## config.mk

```make
export PLATFORM = sky130hd
export DESIGN_NAME = apu_sram_arbiter
export DESIGN_NICKNAME = d
export VERILOG_FILES = /design/src/rtl/apu_sram_pkg.sv /design/src/rtl/rr_arb2.sv /design/src/rtl/apu_sram_arbiter.sv
export SDC_FILE = /design/constraint.sdc
export NUM_CORES = 1
export LEC_CHECK = 0
export ABC_AREA = 0
export BUFFER_PORTS_ARGS = -buffer_cell sky130_fd_sc_hd__buf_2
export CORE_MARGIN = 1
export CORE_UTILIZATION = 40
export CTS_CLUSTER_DIAMETER = 40
export CTS_CLUSTER_SIZE = 30
export DETAILED_ROUTE_END_ITERATION = 8
export PLACE_DENSITY = 0.66
export SYNTH_ARGS = -nofsm -noshare
export SYNTH_HDL_FRONTEND = slang
export SYNTH_SLANG_ARGS = --single-unit
```

## constraint.sdc

```tcl
create_clock -name m_clock -period 3.6 [get_ports m_clock]
set_input_delay 0.54 -clock m_clock [delete_from_list [all_inputs] [get_ports m_clock]]
set_output_delay 0.54 -clock m_clock [all_outputs]
set_load 0.005 [all_outputs]
```

## src/rtl/apu_sram_pkg.sv

```systemverilog
// Shared types and helpers for the APU SRAM arbiter: FSM states, grant ids,
// and byte-lane extraction from the 16-bit SRAM word.
package apu_sram_pkg;

  typedef enum logic [1:0] {
    ST_IDLE   = 2'd0,
    ST_SETUP  = 2'd1,
    ST_STROBE = 2'd2,
    ST_END    = 2'd3
  } state_t;

  localparam logic PORT_A = 1'b0;
  localparam logic PORT_B = 1'b1;

  localparam int CNT_W = 4;

  function automatic logic [7:0] lane_sel(input logic i_hi, input logic [15:0] i_word);
    return i_hi ? i_word[15:8] : i_word[7:0];
  endfunction

endpackage

```

## src/rtl/rr_arb2.sv

```systemverilog
// Two-way round-robin picker. On contention the port that was not granted
// last wins; the last-grant register lives in the parent.
module rr_arb2
  import apu_sram_pkg::*;
(
  input  logic req_a,
  input  logic req_b,
  input  logic last_grant,
  input  logic enable,
  output logic grant_valid,
  output logic grant_id
);

  always_comb begin
    grant_valid = enable & (req_a | req_b);
    grant_id    = PORT_A;
    if (req_a && req_b) begin
      grant_id = (last_grant == PORT_A) ? PORT_B : PORT_A;
    end else if (req_b) begin
      grant_id = PORT_B;
    end
  end

endmodule

```

## src/rtl/apu_sram_arbiter.sv

```systemverilog
// Shares one 16-bit async SRAM between two byte-wide requesters (A: SPC700,
// B: DSP/loader) and sequences every SRAM cycle with registered controls.
//
// state     | meaning
// ST_IDLE   | sample requests, grant one port
// ST_SETUP  | CE, address, lane enable (and write data drive) asserted
// ST_STROBE | OE or WE low for STROBE_CYCLES cycles; read data captured last cycle
// ST_END    | strobe released, address/CE/data held, ack pulsed
module apu_sram_arbiter
  import apu_sram_pkg::*;
#(
  parameter int ADDR_W        = 19,
  parameter int STROBE_CYCLES = 2
) (
  input  logic              m_clock,
  input  logic              p_reset,
  input  logic              a_req,
  input  logic              a_we,
  input  logic [ADDR_W-1:0] a_addr,
  input  logic [7:0]        a_wdata,
  output logic              a_ack,
  output logic [7:0]        a_rdata,
  input  logic              b_req,
  input  logic              b_we,
  input  logic [ADDR_W-1:0] b_addr,
  input  logic [7:0]        b_wdata,
  output logic              b_ack,
  output logic [7:0]        b_rdata,
  output logic              busy,
  output logic [ADDR_W-2:0] SRAM_ADDR,
  output logic              SRAM_CEn,
  output logic              SRAM_OEn,
  output logic              SRAM_WEn,
  output logic              SRAM_LBn,
  output logic              SRAM_UBn,
  output logic              SRAM_DEn,
  output logic [15:0]       SRAM_Dout,
  input  logic [15:0]       SRAM_Din
);

  localparam logic [CNT_W-1:0] CNT_LOAD = CNT_W'(STROBE_CYCLES - 1);
  localparam logic [CNT_W-1:0] CNT_ONE  = CNT_W'(1);

  state_t             r_state, w_state_nxt;
  logic [CNT_W-1:0]   r_cnt, w_cnt_nxt;
  logic               r_last_grant, w_last_nxt;
  logic               r_port, w_port_nxt;
  logic               r_we, w_we_nxt;
  logic [ADDR_W-1:0]  r_addr, w_addr_nxt;
  logic [7:0]         r_wdata, w_wdata_nxt;

  logic w_idle, w_grant_valid, w_grant_id;
  logic w_active, w_cen_nxt, w_oen_nxt, w_wen_nxt, w_lbn_nxt, w_ubn_nxt, w_den_nxt;
  logic w_a_ack_nxt, w_b_ack_nxt, w_capture;

  assign w_idle = (r_state == ST_IDLE);
  assign busy   = ~w_idle;

  rr_arb2 u_arb (
    .req_a       (a_req),
    .req_b       (b_req),
    .last_grant  (r_last_grant),
    .enable      (w_idle),
    .grant_valid (w_grant_valid),
    .grant_id    (w_grant_id)
  );

  // Access attributes are only reloaded on a grant; they are frozen until END.
  always_comb begin
    w_port_nxt  = r_port;
    w_we_nxt    = r_we;
    w_addr_nxt  = r_addr;
    w_wdata_nxt = r_wdata;
    w_last_nxt  = r_last_grant;
    if (w_grant_valid) begin
      w_port_nxt  = w_grant_id;
      w_we_nxt    = (w_grant_id == PORT_B) ? b_we    : a_we;
      w_addr_nxt  = (w_grant_id == PORT_B) ? b_addr  : a_addr;
      w_wdata_nxt = (w_grant_id == PORT_B) ? b_wdata : a_wdata;
      w_last_nxt  = w_grant_id;
    end
  end

  always_ff @(posedge m_clock or posedge p_reset) begin
    if (p_reset) begin
      r_state      <= ST_IDLE;
      r_cnt        <= '0;
      r_last_grant <= PORT_B;
      r_port       <= PORT_A;
      r_we         <= 1'b0;
      r_addr       <= '0;
      r_wdata      <= '0;
    end else begin
      r_state      <= w_state_nxt;
      r_cnt        <= w_cnt_nxt;
      r_last_grant <= w_last_nxt;
      r_port       <= w_port_nxt;
      r_we         <= w_we_nxt;
      r_addr       <= w_addr_nxt;
      r_wdata      <= w_wdata_nxt;
    end
  end

  always_comb begin
    w_state_nxt = r_state;
    w_cnt_nxt   = r_cnt;
    case (r_state)
      ST_IDLE: begin
        if (w_grant_valid) w_state_nxt = ST_SETUP;
      end
      ST_SETUP: begin
        w_state_nxt = ST_STROBE;
        w_cnt_nxt   = CNT_LOAD;
      end
      ST_STROBE: begin
        if (r_cnt == '0) w_state_nxt = ST_END;
        else             w_cnt_nxt   = r_cnt - CNT_ONE;
      end
      ST_END: begin
        w_state_nxt = ST_IDLE;
      end
      default: begin
        w_state_nxt = ST_IDLE;
      end
    endcase
  end

  // Pad controls are decoded from the next state so they register cleanly.
  always_comb begin
    w_active    = (w_state_nxt != ST_IDLE);
    w_cen_nxt   = ~w_active;
    w_lbn_nxt   = ~(w_active & ~w_addr_nxt[0]);
    w_ubn_nxt   = ~(w_active &  w_addr_nxt[0]);
    w_oen_nxt   = ~((w_state_nxt == ST_STROBE) & ~w_we_nxt);
    w_wen_nxt   = ~((w_state_nxt == ST_STROBE) &  w_we_nxt);
    w_den_nxt   = ~(w_active & w_we_nxt);
    w_a_ack_nxt = (w_state_nxt == ST_END) & (r_port == PORT_A);
    w_b_ack_nxt = (w_state_nxt == ST_END) & (r_port == PORT_B);
    w_capture   = (r_state == ST_STROBE) & (r_cnt == '0) & ~r_we;
  end

  always_ff @(posedge m_clock or posedge p_reset) begin
    if (p_reset) begin
      SRAM_CEn  <= 1'b1;
      SRAM_OEn  <= 1'b1;
      SRAM_WEn  <= 1'b1;
      SRAM_LBn  <= 1'b1;
      SRAM_UBn  <= 1'b1;
      SRAM_DEn  <= 1'b1;
      SRAM_ADDR <= '0;
      SRAM_Dout <= '0;
      a_ack     <= 1'b0;
      b_ack     <= 1'b0;
      a_rdata   <= '0;
      b_rdata   <= '0;
    end else begin
      SRAM_CEn <= w_cen_nxt;
      SRAM_OEn <= w_oen_nxt;
      SRAM_WEn <= w_wen_nxt;
      SRAM_LBn <= w_lbn_nxt;
      SRAM_UBn <= w_ubn_nxt;
      SRAM_DEn <= w_den_nxt;
      a_ack    <= w_a_ack_nxt;
      b_ack    <= w_b_ack_nxt;
      if (w_state_nxt == ST_SETUP) begin
        SRAM_ADDR <= w_addr_nxt[ADDR_W-1:1];
        if (w_we_nxt) SRAM_Dout <= {w_wdata_nxt, w_wdata_nxt};
      end
      if (w_capture) begin
        if (r_port == PORT_A) a_rdata <= lane_sel(r_addr[0], SRAM_Din);
        else                  b_rdata <= lane_sel(r_addr[0], SRAM_Din);
      end
    end
  end

endmodule

```

==> results.toml <==
[clock_tree]
cts_tree = "yes"
postCtsHoldBufs = 0
htreeDepth = 3
clock_latency_ns = 0.35
cts_resized = 0
clkTransAtPathRegs_ns = 0.09
clock-sinks = 86
cts_root_buf = "clkbuf_8"
cts_buffer_depth = 2
post_cts_buffers = 0
cts_made_buffers = 9

[synth]
synth_ff_type = "dfrtp_1"
syn_area_sq_mm = 0.00372
yosysWarnings = 0
yosys.area.top_type_share = 0.531
synth_area_leaders = "dfrtp_1 53%, mux2i_1 9.4%, mux2_2 7.9%, o21ai_0 5.6%, dfstp_2 4.9%"
yosysMostFrequentCell = "dfrtp_1"
synth-seq-area-share = 0.580
synth.largest_area_cell = "dfrtp_1"
syn_inst = 313
synth-edff-count = 0
synth.avg_cell_area_sq_um = 11.9
ys_types = 36
ys_ff_latch = 86
syn_nets = 395
synth_commonest_cells = "79 x dfrtp_1, 42 x o21ai_0, 41 x nand2_1"
async_reset_ff_frac = 1.00

[global_routing]
overflow = 0
grt_first_pass_wirelength_microns = 12700
antenna_found_initial = 0
grt_max_degree = 66
grt_pass1_vias = 2636
grtUsageTotal = 0.166

[floorplan]
die_w_microns = 98.5
die_area_sq_mm = 0.00970
core.rowCount = 34
die_h_microns = 98.5
start_util = 0.421
io-pin-count = 135
core-area_sq_mm = 0.00885

[timing]
final_max_slew_viol_count = 0
fmax_mhz = 393
fin_skew_ns = 0.00908
holdWs_ns = 0.418
max_slew_margin = 0.261
hold_viol_final = 0
finalWorstPathRequiredPeriod_ns = 2.55
setup_viol = 0
setup-tns-final_ns = 0
layout_setup_ws_ns = 1.05
rsz0062_at_grt = "false"
layout_worst_path_cycle_share = 0.707
worst_pin_slew_ns = 1.11

[worst_setup_path]
critPathLaunchType = "register"
critPathSlowestCell = "a311oi_4"
cp.required_ns = 3.83
path_cells = "inv_1 > ha_1 > nor4b_2 > o31ai_4 > buf_4 > a311oi_4 > mux2_2"
crit_buf_inv = 2
crit_path_max_fanout = 19
critPathArrivalTime_ns = 2.78
slowest_delay_ns = 0.50
end_kind = "register"
r2r_cells = 7
crit_type = "reg2reg"
r2r-end = "SRAM_Dout[12]"
critical-path-top-delay-family = "compound AO/OA/AOI/OAI gates"
r2r_slack_ns = 1.05
reg2reg_from = "r_state[0]"

[finish]
n_antenna_cell = 0
stdcell_count = 553
design_area_sq_mm = 0.00466
finalNetCount = 522
register_area_sq_mm = 0.00216
multiInputGateArea_sq_mm = 0.00143
num-fill-cells = 817
drive_gt1_frac = 0.436
area_growth_pct = 25.0

[placement]
hpwl_microns = 5530
pre_cts_ws_ns = 1.05
dpl.cell_count = 537
placed_area_sq_mm = 0.00446
io_buffers = 134
gp_congestion = 0.731

[power]
power.leakage_nw = 2.32
p_per_area_mw_per_mm2 = 858
vdd_drop_max_uv = 349

[routing]
num_vias = 2713
wl_per_cell_microns = 13.9
antenna_left = 0
viasPerCell = 4.91
routed_wl_microns = 7680
drt_iter0_markers = 93
dr.pass1.iters = 8
post-route-drc-count = 1

[min_path]
hold_path.class = "in2async"

[outcome]
violations = "design-rule violations"
status = "finished with violations"

[flow_run]
cap_violations = 0
-- through the flow --
step	total power, mW	util
2_1_floorplan	2.78	-
3_3_place_gp	3.29	0.504
3_5_place_dp	3.36	0.504
4_1_cts	4.05	0.526
5_1_grt	4.31	0.526
6_report	4.00	0.526
-- logic make-up after synthesis --
family	after synthesis	share of synthesized area
mux	61	0.173
fa+ha+maj	6	0.0202
flops	86	0.580
buf+inv	31	0.0427
compound gates	64	0.104
simple gates	65	0.0799
-- placed cells by master (no fill, tap or decap), types with 2 or more instances in the layout --
cell and instances:
nand2b_1 4, nand2_1 41, a21oi_1 9, buf_4 4, buf_2 134, clkinvlp_4 3, inv_1 8, dfrtp_1 79
o21ai_0 42, nor2_1 11, a31oi_1 2, mux2_2 26, ha_1 6, inv_6 2, dfstp_2 7, mux2i_1 35
clkbuf_8 9
-- worst max-delay path by stage --
| stage | from | endpoint | slack [ns] | depth (start not counted) |
|---|---|---|---|---|
| floorplan | p_reset | SRAM_ADDR[0] | 0.85 | 1 |
| global placement | r_state[0] | SRAM_Dout[11] | 1.14 | 7 |
| detailed placement | r_state[0] | SRAM_Dout[7] | 1.05 | 7 |
| CTS | r_state[0] | SRAM_Dout[12] | 1.04 | 7 |
| global route | r_state[0] | SRAM_Dout[13] | 0.96 | 7 |
| finish | r_state[0] | SRAM_Dout[12] | 1.05 | 7 |
-- state kept, by name, indices dropped and copies added, names as in the netlist, 2 cells and up --
register / cells
r_addr: 19
SRAM_ADDR: 18
SRAM_Dout: 8
a_rdata: 8
b_rdata: 8
r_wdata: 8
r_cnt: 4
r_state: 2
-- cell type report --
type,count,share of cell area
clock buffers,10,0.0274
clock inverters,6,0.0150
inverters,9,0.00752
multi-input cells,196,0.307
flip-flops and latches,86,0.464
well taps,108,0.0290
repair buffers,138,0.150
-- layer usage --
layer  part of all wire  track usage  vias to the layer above
li1                   -            -                     1319
met1               0.48        0.222                     1290
met2               0.45        0.264                       97
met3              0.061       0.0447                        7
met4              0.010       0.0551                        0
met5                  0            0                        -
-- power by group --
group / internal, mW / total [mW] / switching [mW]
clock network: 0.326 / 0.685 / 0.359
registers: 1.46 / 1.70 / 0.244
logic: 0.786 / 1.61 / 0.824
No activity file was read; power rests on OpenSTA's default activity.
